===== src/rtl/rom_fsm_sequencer_pkg.sv =====
// Shared definitions for the ROM-implemented FSM sequencer: transaction phase
// codes and width helpers for the ROM address and data buses.
package rom_fsm_sequencer_pkg;

  typedef enum logic [1:0] {
    PH_IDLE    = 2'd0,
    PH_ISSUE   = 2'd1,
    PH_WAIT    = 2'd2,
    PH_PRESENT = 2'd3
  } phase_t;

  // ROM address is {state, inputs}; ROM word is {next_state, outputs}.
  function automatic int rom_addr_width(input int state_width, input int input_width);
    return state_width + input_width;
  endfunction

  function automatic int rom_data_width(input int state_width, input int output_width);
    return state_width + output_width;
  endfunction

endpackage


===== src/rtl/rom_fsm_sequencer.sv =====
// Sequencing stage for a ROM-implemented FSM: drives {state, inputs} to an external
// 1-cycle sync ROM and loads {next_state, outputs}. Optional macro: FSM_ILLEGAL_STATE_EN.
module rom_fsm_sequencer
  import rom_fsm_sequencer_pkg::*;
#(
  parameter int gInputWidth  = 2,
  parameter int gStateWidth  = 2,
  parameter int gOutputWidth = 4,
  parameter int gResetState  = 0,
  parameter int gNumStates   = 4
) (
  input  logic                                                  iClock,
  input  logic                                                  iReset,
  input  logic                                                  iInValid,
  output logic                                                  oInReady,
  input  logic [gInputWidth-1:0]                                iInputs,
  output logic [rom_addr_width(gStateWidth, gInputWidth)-1:0]  oRomAddress,
  input  logic [rom_data_width(gStateWidth, gOutputWidth)-1:0] iRomData,
  output logic                                                  oOutValid,
  input  logic                                                  iOutReady,
  output logic [gOutputWidth-1:0]                               oOutputs,
  output logic [gStateWidth-1:0]                                oState,
  output logic                                                  oError
);

  localparam int AddrWidth = rom_addr_width(gStateWidth, gInputWidth);
  localparam int DataWidth = rom_data_width(gStateWidth, gOutputWidth);
  localparam logic [gStateWidth-1:0] ResetState = gStateWidth'(gResetState);

  // A state count outside the encodable range makes the legality check meaningless.
  if (gNumStates < 1 || gNumStates > (1 << gStateWidth)) begin : g_num_states_check
    $error("rom_fsm_sequencer: gNumStates out of range for gStateWidth");
  end

  phase_t                   phase_reg;
  logic [gStateWidth-1:0]   state_reg;
  logic [gInputWidth-1:0]   inputs_reg;
  logic [gOutputWidth-1:0]  outputs_reg;
  logic [AddrWidth-1:0]     rom_address_reg;
  logic                     in_ready_reg;
  logic                     out_valid_reg;

  logic [gStateWidth-1:0]   rom_next_state;
  logic [gOutputWidth-1:0]  rom_outputs;

  assign rom_next_state = iRomData[DataWidth-1 -: gStateWidth];
  assign rom_outputs    = iRomData[gOutputWidth-1:0];

`ifdef FSM_ILLEGAL_STATE_EN
  logic error_reg;
  logic state_illegal;

  assign state_illegal = 32'(rom_next_state) >= 32'(gNumStates);
  assign oError        = error_reg;
`else
  assign oError = 1'b0;
`endif

  always_ff @(posedge iClock) begin
    if (iReset) begin
      phase_reg       <= PH_IDLE;
      state_reg       <= ResetState;
      inputs_reg      <= '0;
      outputs_reg     <= '0;
      rom_address_reg <= {ResetState, {gInputWidth{1'b0}}};
      in_ready_reg    <= 1'b1;
      out_valid_reg   <= 1'b0;
`ifdef FSM_ILLEGAL_STATE_EN
      error_reg       <= 1'b0;
`endif
    end else begin
      case (phase_reg)
        PH_IDLE: begin
          if (iInValid) begin
            inputs_reg      <= iInputs;
            rom_address_reg <= {state_reg, iInputs};
            in_ready_reg    <= 1'b0;
            phase_reg       <= PH_ISSUE;
          end
        end
        // ROM samples the stable address at the end of this cycle.
        PH_ISSUE: phase_reg <= PH_WAIT;
        PH_WAIT: begin
          out_valid_reg <= 1'b1;
          phase_reg     <= PH_PRESENT;
`ifdef FSM_ILLEGAL_STATE_EN
          if (state_illegal) begin
            state_reg       <= ResetState;
            outputs_reg     <= '0;
            rom_address_reg <= {ResetState, inputs_reg};
            error_reg       <= 1'b1;
          end else
`endif
          begin
            state_reg       <= rom_next_state;
            outputs_reg     <= rom_outputs;
            rom_address_reg <= {rom_next_state, inputs_reg};
          end
        end
        PH_PRESENT: begin
          if (iOutReady) begin
            out_valid_reg <= 1'b0;
            in_ready_reg  <= 1'b1;
            phase_reg     <= PH_IDLE;
          end
        end
        default: phase_reg <= PH_IDLE;
      endcase
    end
  end

  assign oInReady    = in_ready_reg;
  assign oOutValid   = out_valid_reg;
  assign oOutputs    = outputs_reg;
  assign oState      = state_reg;
  assign oRomAddress = rom_address_reg;

endmodule


===== config.mk =====
export PLATFORM = sky130hd
export DESIGN_NAME = rom_fsm_sequencer
export DESIGN_NICKNAME = d
export VERILOG_FILES = /design/src/rtl/rom_fsm_sequencer_pkg.sv /design/src/rtl/rom_fsm_sequencer.sv
export SDC_FILE = /design/constraint.sdc
export NUM_CORES = 1
export LEC_CHECK = 0
export CORE_MARGIN = 3
export CORE_UTILIZATION = 25
export DETAILED_ROUTE_END_ITERATION = 7
export DONT_BUFFER_PORTS = 1
export PLACE_DENSITY = 0.38
export RECOVER_POWER = 50
export SLEW_MARGIN = 0
export SYNTH_ARGS = -nofsm -noshare
export SYNTH_HDL_FRONTEND = slang
export SYNTH_SLANG_ARGS = --single-unit

===== constraint.sdc =====
create_clock -name iClock -period 3.2 [get_ports iClock]
set_input_delay 0.96 -clock iClock [delete_from_list [all_inputs] [get_ports iClock]]
set_output_delay 0.96 -clock iClock [all_outputs]
set_load 0.005 [all_outputs]

Word level (Yosys, flattened, before mapping):

Cells that the tools add are included.

* muxes and demuxes: 10
* reduce and logical (&&, ||, !) cells: 9
* equal/unequal tests: 5

Operators with widths (count)
* 2-bit case mux with 4 select lines: 1
* 4-bit case mux with 2 select lines: 1
* 2-bit AND reduction: 4
* 2-bit nonzero test: 3
* 2-bit == test, second input constant: 2
* 2-bit 2-to-1 mux: 2
* 4-bit 2-to-1 mux: 1
* 2-bit inequality test, second input constant: 2
* 1-bit case mux with 2 select lines: 2
* 1-bit 2-to-1 mux: 3
* 3-bit AND reduction: 1
* 2-bit by 1-bit == test with 1-bit output, second input constant: 1
* 2-bit logical NOT: 1

* bits of input ports: 12
* output and inout port bits: 13
* flip-flop bits (word level): 16
* word-level logic and storage cells: 31

Longest topological paths before layout:

* word-level depth: 3
* depth in mapped cells: 6
* gate-level depth less buffers: 5

Worst setup path before layout:

OpenSTA, ideal clock, no wires.

* path kind: input-to-reg
* start point: input port iInValid
* end point: register rom_address_reg[2] (netlist: oRomAddress[2])
* required time: 3.114 ns
* library setup time: 0.086 ns
* slack: 1.669 ns
* path buffers: 0
* cell stages on the path: 2
* data arrival time: 1.445 ns
* cell sequence: mux2_4 > a211oi_1

* word-level cells in the longest chain between the ends: 2

Ends and longest elaborated chain
* from (decl): RTL line rom_fsm_sequencer.sv:14 `input logic iInValid,`
* 2-bit inequality test (no source line)
* 2-bit AND reduction (no source line)
* to (signal assigned): RTL line rom_fsm_sequencer.sv:65 `rom_address_reg <= {ResetState, {gInputWidth{1'b0}}};`
* to (signal assigned): RTL line rom_fsm_sequencer.sv:76 `rom_address_reg <= {state_reg, iInputs};`
* to (signal assigned): RTL line rom_fsm_sequencer.sv:97 `rom_address_reg <= {rom_next_state, inputs_reg};`
* to (decl): RTL line rom_fsm_sequencer.sv:39 `logic [AddrWidth-1:0] rom_address_reg;`

Every way passes these cells.
A chain may end at the register's enable or synchronous reset.

Final worst setup path:

* start point: register in_ready_reg (netlist: oInReady)
* end point: output port oInReady

RTL lines
* from (decl): RTL line rom_fsm_sequencer.sv:40 `logic in_ready_reg;`
* from (signal assigned): RTL line rom_fsm_sequencer.sv:66 `in_ready_reg <= 1'b1;`
* from (signal assigned): RTL line rom_fsm_sequencer.sv:77 `in_ready_reg <= 1'b0;`
* from (signal assigned): RTL line rom_fsm_sequencer.sv:103 `in_ready_reg <= 1'b1;`
* to (decl): RTL line rom_fsm_sequencer.sv:15 `output logic oInReady,`

No word-level cell between the ends.

==> flow_summary_export.csv <==
group,metric,value,unit
flow_run,maxCapViolCount,0,
floorplan,start_util,27.3,%
placement,numPortBuffers,0,
sta,tightest_slew,0.584,ns
clocking,cts_setup_buffers,0,
sta,setup-violations-final,0,
clocking,cts_resized,0,
cells_and_area,nets,92,
floorplan,die_y,59.2,um
floorplan,dieWidth,59.2,um
cells_and_area,area_growth,7.24,%
setup_path,critPathKind,"reg -> out",
sta,rsz0062_at_grt,"false",
logic_synthesis,yosys-top-cells-area,"dfxtp_1 45%, mux2i_1 11%, ha_1 8.8%",
logic_synthesis,synth_nets,90,
cells_and_area,multi_input_area,358,sq um
sta,hold_viol,0,
clocking,cts.sinks,16,
setup_path,crit_fanout,3,
clocking,clk_pin_slew,0.09,ns
global_routing,antenna_found_initial,0,
global_routing,grt-ovfl-total,0,
clocking,cts_buffers,3,
placement,place_hpwl,1030,um
floorplan,ioPinCount,25,
routing,wl,1400,um
logic_synthesis,avgSynthCellArea,9.70,sq um
global_routing,grt_pass1_wl,2320,um
cells_and_area,fill_cells,274,
placement,globalplace.congestion,0.754,
floorplan,die_area,3510,sq um
setup_path,start_kind,"flip-flop",
clocking,ctsRootBufferMaster,"clkbuf_4",
logic_synthesis,yosysTopAreaCellShare,45.2,%
global_routing,grt_usage,8.98,%
cells_and_area,seq_area,320,sq um
power_and_ir_drop,power.density,934,nW/um^2
power_and_ir_drop,p_leak,0.289,nW
routing,via_per_inst,4.61,
sta,fmax,612,MHz
logic_synthesis,ys_ff_latch,16,
global_routing,grt_max_degree,17,
clocking,tritoncts,"yes",
hold_path,worstHoldPathType,"reg -> reg",
setup_path,endpoint_kind,"primary output",
logic_synthesis,seq_area_frac_synth,45.2,%
clocking,clk_path_buf_depth,2,
routing,ant_nets,0,
sta,relSlewSlack,61.0,%
logic_synthesis,syn_area,708,sq um
global_routing,grt_pass1_vias,499,
power_and_ir_drop,peakVddDrop,412,uV
routing,drt_iter0_drc,8,
placement,placed_cells,100,
setup_path,worstPathRequired,2.24,ns
cells_and_area,final_layout_size_suffix_gt1_share,8.11,%
sta,min_period,1.63,ns
cells_and_area,antenna_cells,0,
sta,period_share,51.0,%
routing,num_vias,479,
setup_path,worstPathArrival,0.67,ns
run_status,status,"finished clean",
clocking,cts-htree-levels,1,
routing,dr.pass1.iters,3,
clocking,clk_latency,0.28,ns
clocking,hold_buffers,0,
sta,drv_slew,0,
logic_synthesis,synthCells,73,
cells_and_area,final_cells,104,
floorplan,core,2590,sq um
logic_synthesis,yosysTopAreaCell,"dfxtp_1",
logic_synthesis,yosysWarningCount,0,
floorplan,rows,18,
sta,fin_setup_tns,0,ns
logic_synthesis,synth_cell_types,22,
routing,remaining_drc_errors,0,
sta,clock_skew,0.00234,ns
routing,wl_per_cell,13.5,um
-- final timing paths --
path | startpoint | end | slack (ns) | cells after the start
max reg2reg | phase_reg[0] | oRomAddress[2] | 1.57 | 5
max | oInReady | oInReady | 1.57 | 0
min | inputs_reg[1] | inputs_reg[1] | 0.45 | 2
min reg2reg | inputs_reg[1] | inputs_reg[1] | 0.45 | 2
-- report_power, final --
part | switching, mW | internal (mW) | total [mW]
combinational | 0.135 | 0.122 | 0.257
sequential | 0.0529 | 0.265 | 0.318
clock | 0.0642 | 0.0693 | 0.133
-- cells in the final DEF (no fill, tap or decap) --
master     n
dfxtp_1   16
nor2_1    11
mux2i_1    8
a21oi_1    6
a211oi_1   5
ha_1       5
nand3_1    3
nand2_1    3
clkbuf_4   3
inv_1      2
nor2b_1    2
or2b_1     1
nand2b_1   1
nor4_1     1
nor3_1     1
o21ai_0    1
mux2_4     1
o21bai_1   1
mux2_2     1
conb_1     1
clkbuf_8   1
-- cell usage after synthesis --
| cell | count |
|---|---|
| dfxtp_1 | 16 |
| nor2_1 | 11 |
| mux2i_1 | 8 |
| a21oi_1 | 6 |
| a211oi_1 | 5 |
| ha_1 | 5 |
| nand2_1 | 3 |
| nand3_1 | 3 |
| inv_1 | 2 |
| nor2b_1 | 2 |
| buf_4 | 1 |
| buf_6 | 1 |
| clkbuf_1 | 1 |
| conb_1 | 1 |
| mux2_2 | 1 |
| mux2_4 | 1 |
| nand2b_1 | 1 |
| nor3_1 | 1 |
| nor4_1 | 1 |
| o21ai_0 | 1 |
| o21bai_1 | 1 |
| or2b_1 | 1 |
-- routing by layer --
metal | vias up | track usage, % | routed length [um]
met5 | - | 0 | 0
met4 | 0 | 0.971 | 0
met3 | 0 | 5.01 | 129
met2 | 19 | 13.9 | 589
met1 | 209 | 11.3 | 682
li1 | 251 | - | -
-- cell families (layout without fill, tap and decap cells) --
group | after synthesis | after routing | synth area share (%)
AND/OR/NAND/NOR | 23 | 23 | 14.8
flip-flops | 16 | 16 | 45.2
AO/OA/AOI/OAI | 13 | 13 | 11.3
multiplexers | 10 | 10 | 15.0
adder cells (fa/ha/maj) | 5 | 5 | 8.83
buffers and inverters | 5 | 6 | 4.24
other | 1 | 1 | 0.530
-- layout make-up --
class / instances / share of cell area, %
inverter: 2 / 0.988
multi-input combinational: 52 / 47.1
sequential: 16 / 42.2
clock buffer: 4 / 4.78
tap: 30 / 4.94
-- through the flow --
| stage | setup WS (ns) | util (%) | area [sq um] | total power, mW | hold slack [ns] |
|---|---|---|---|---|---|
| 4_1_cts | 1.54 | 29.3 | 759 | 0.725 | 0.456 |
| 2_1_floorplan | 1.67 | - | 708 | 0.543 | 0.436 |
| 6_report | 1.57 | 29.3 | 759 | 0.709 | 0.451 |
| 3_3_place_gp | 1.59 | 27.9 | 723 | 0.585 | 0.438 |
| 5_1_grt | 1.33 | 29.3 | 759 | 0.783 | 0.471 |
| 3_5_place_dp | 1.57 | 27.9 | 723 | 0.585 | 0.444 |
No activity file was read; power rests on OpenSTA's default activity.
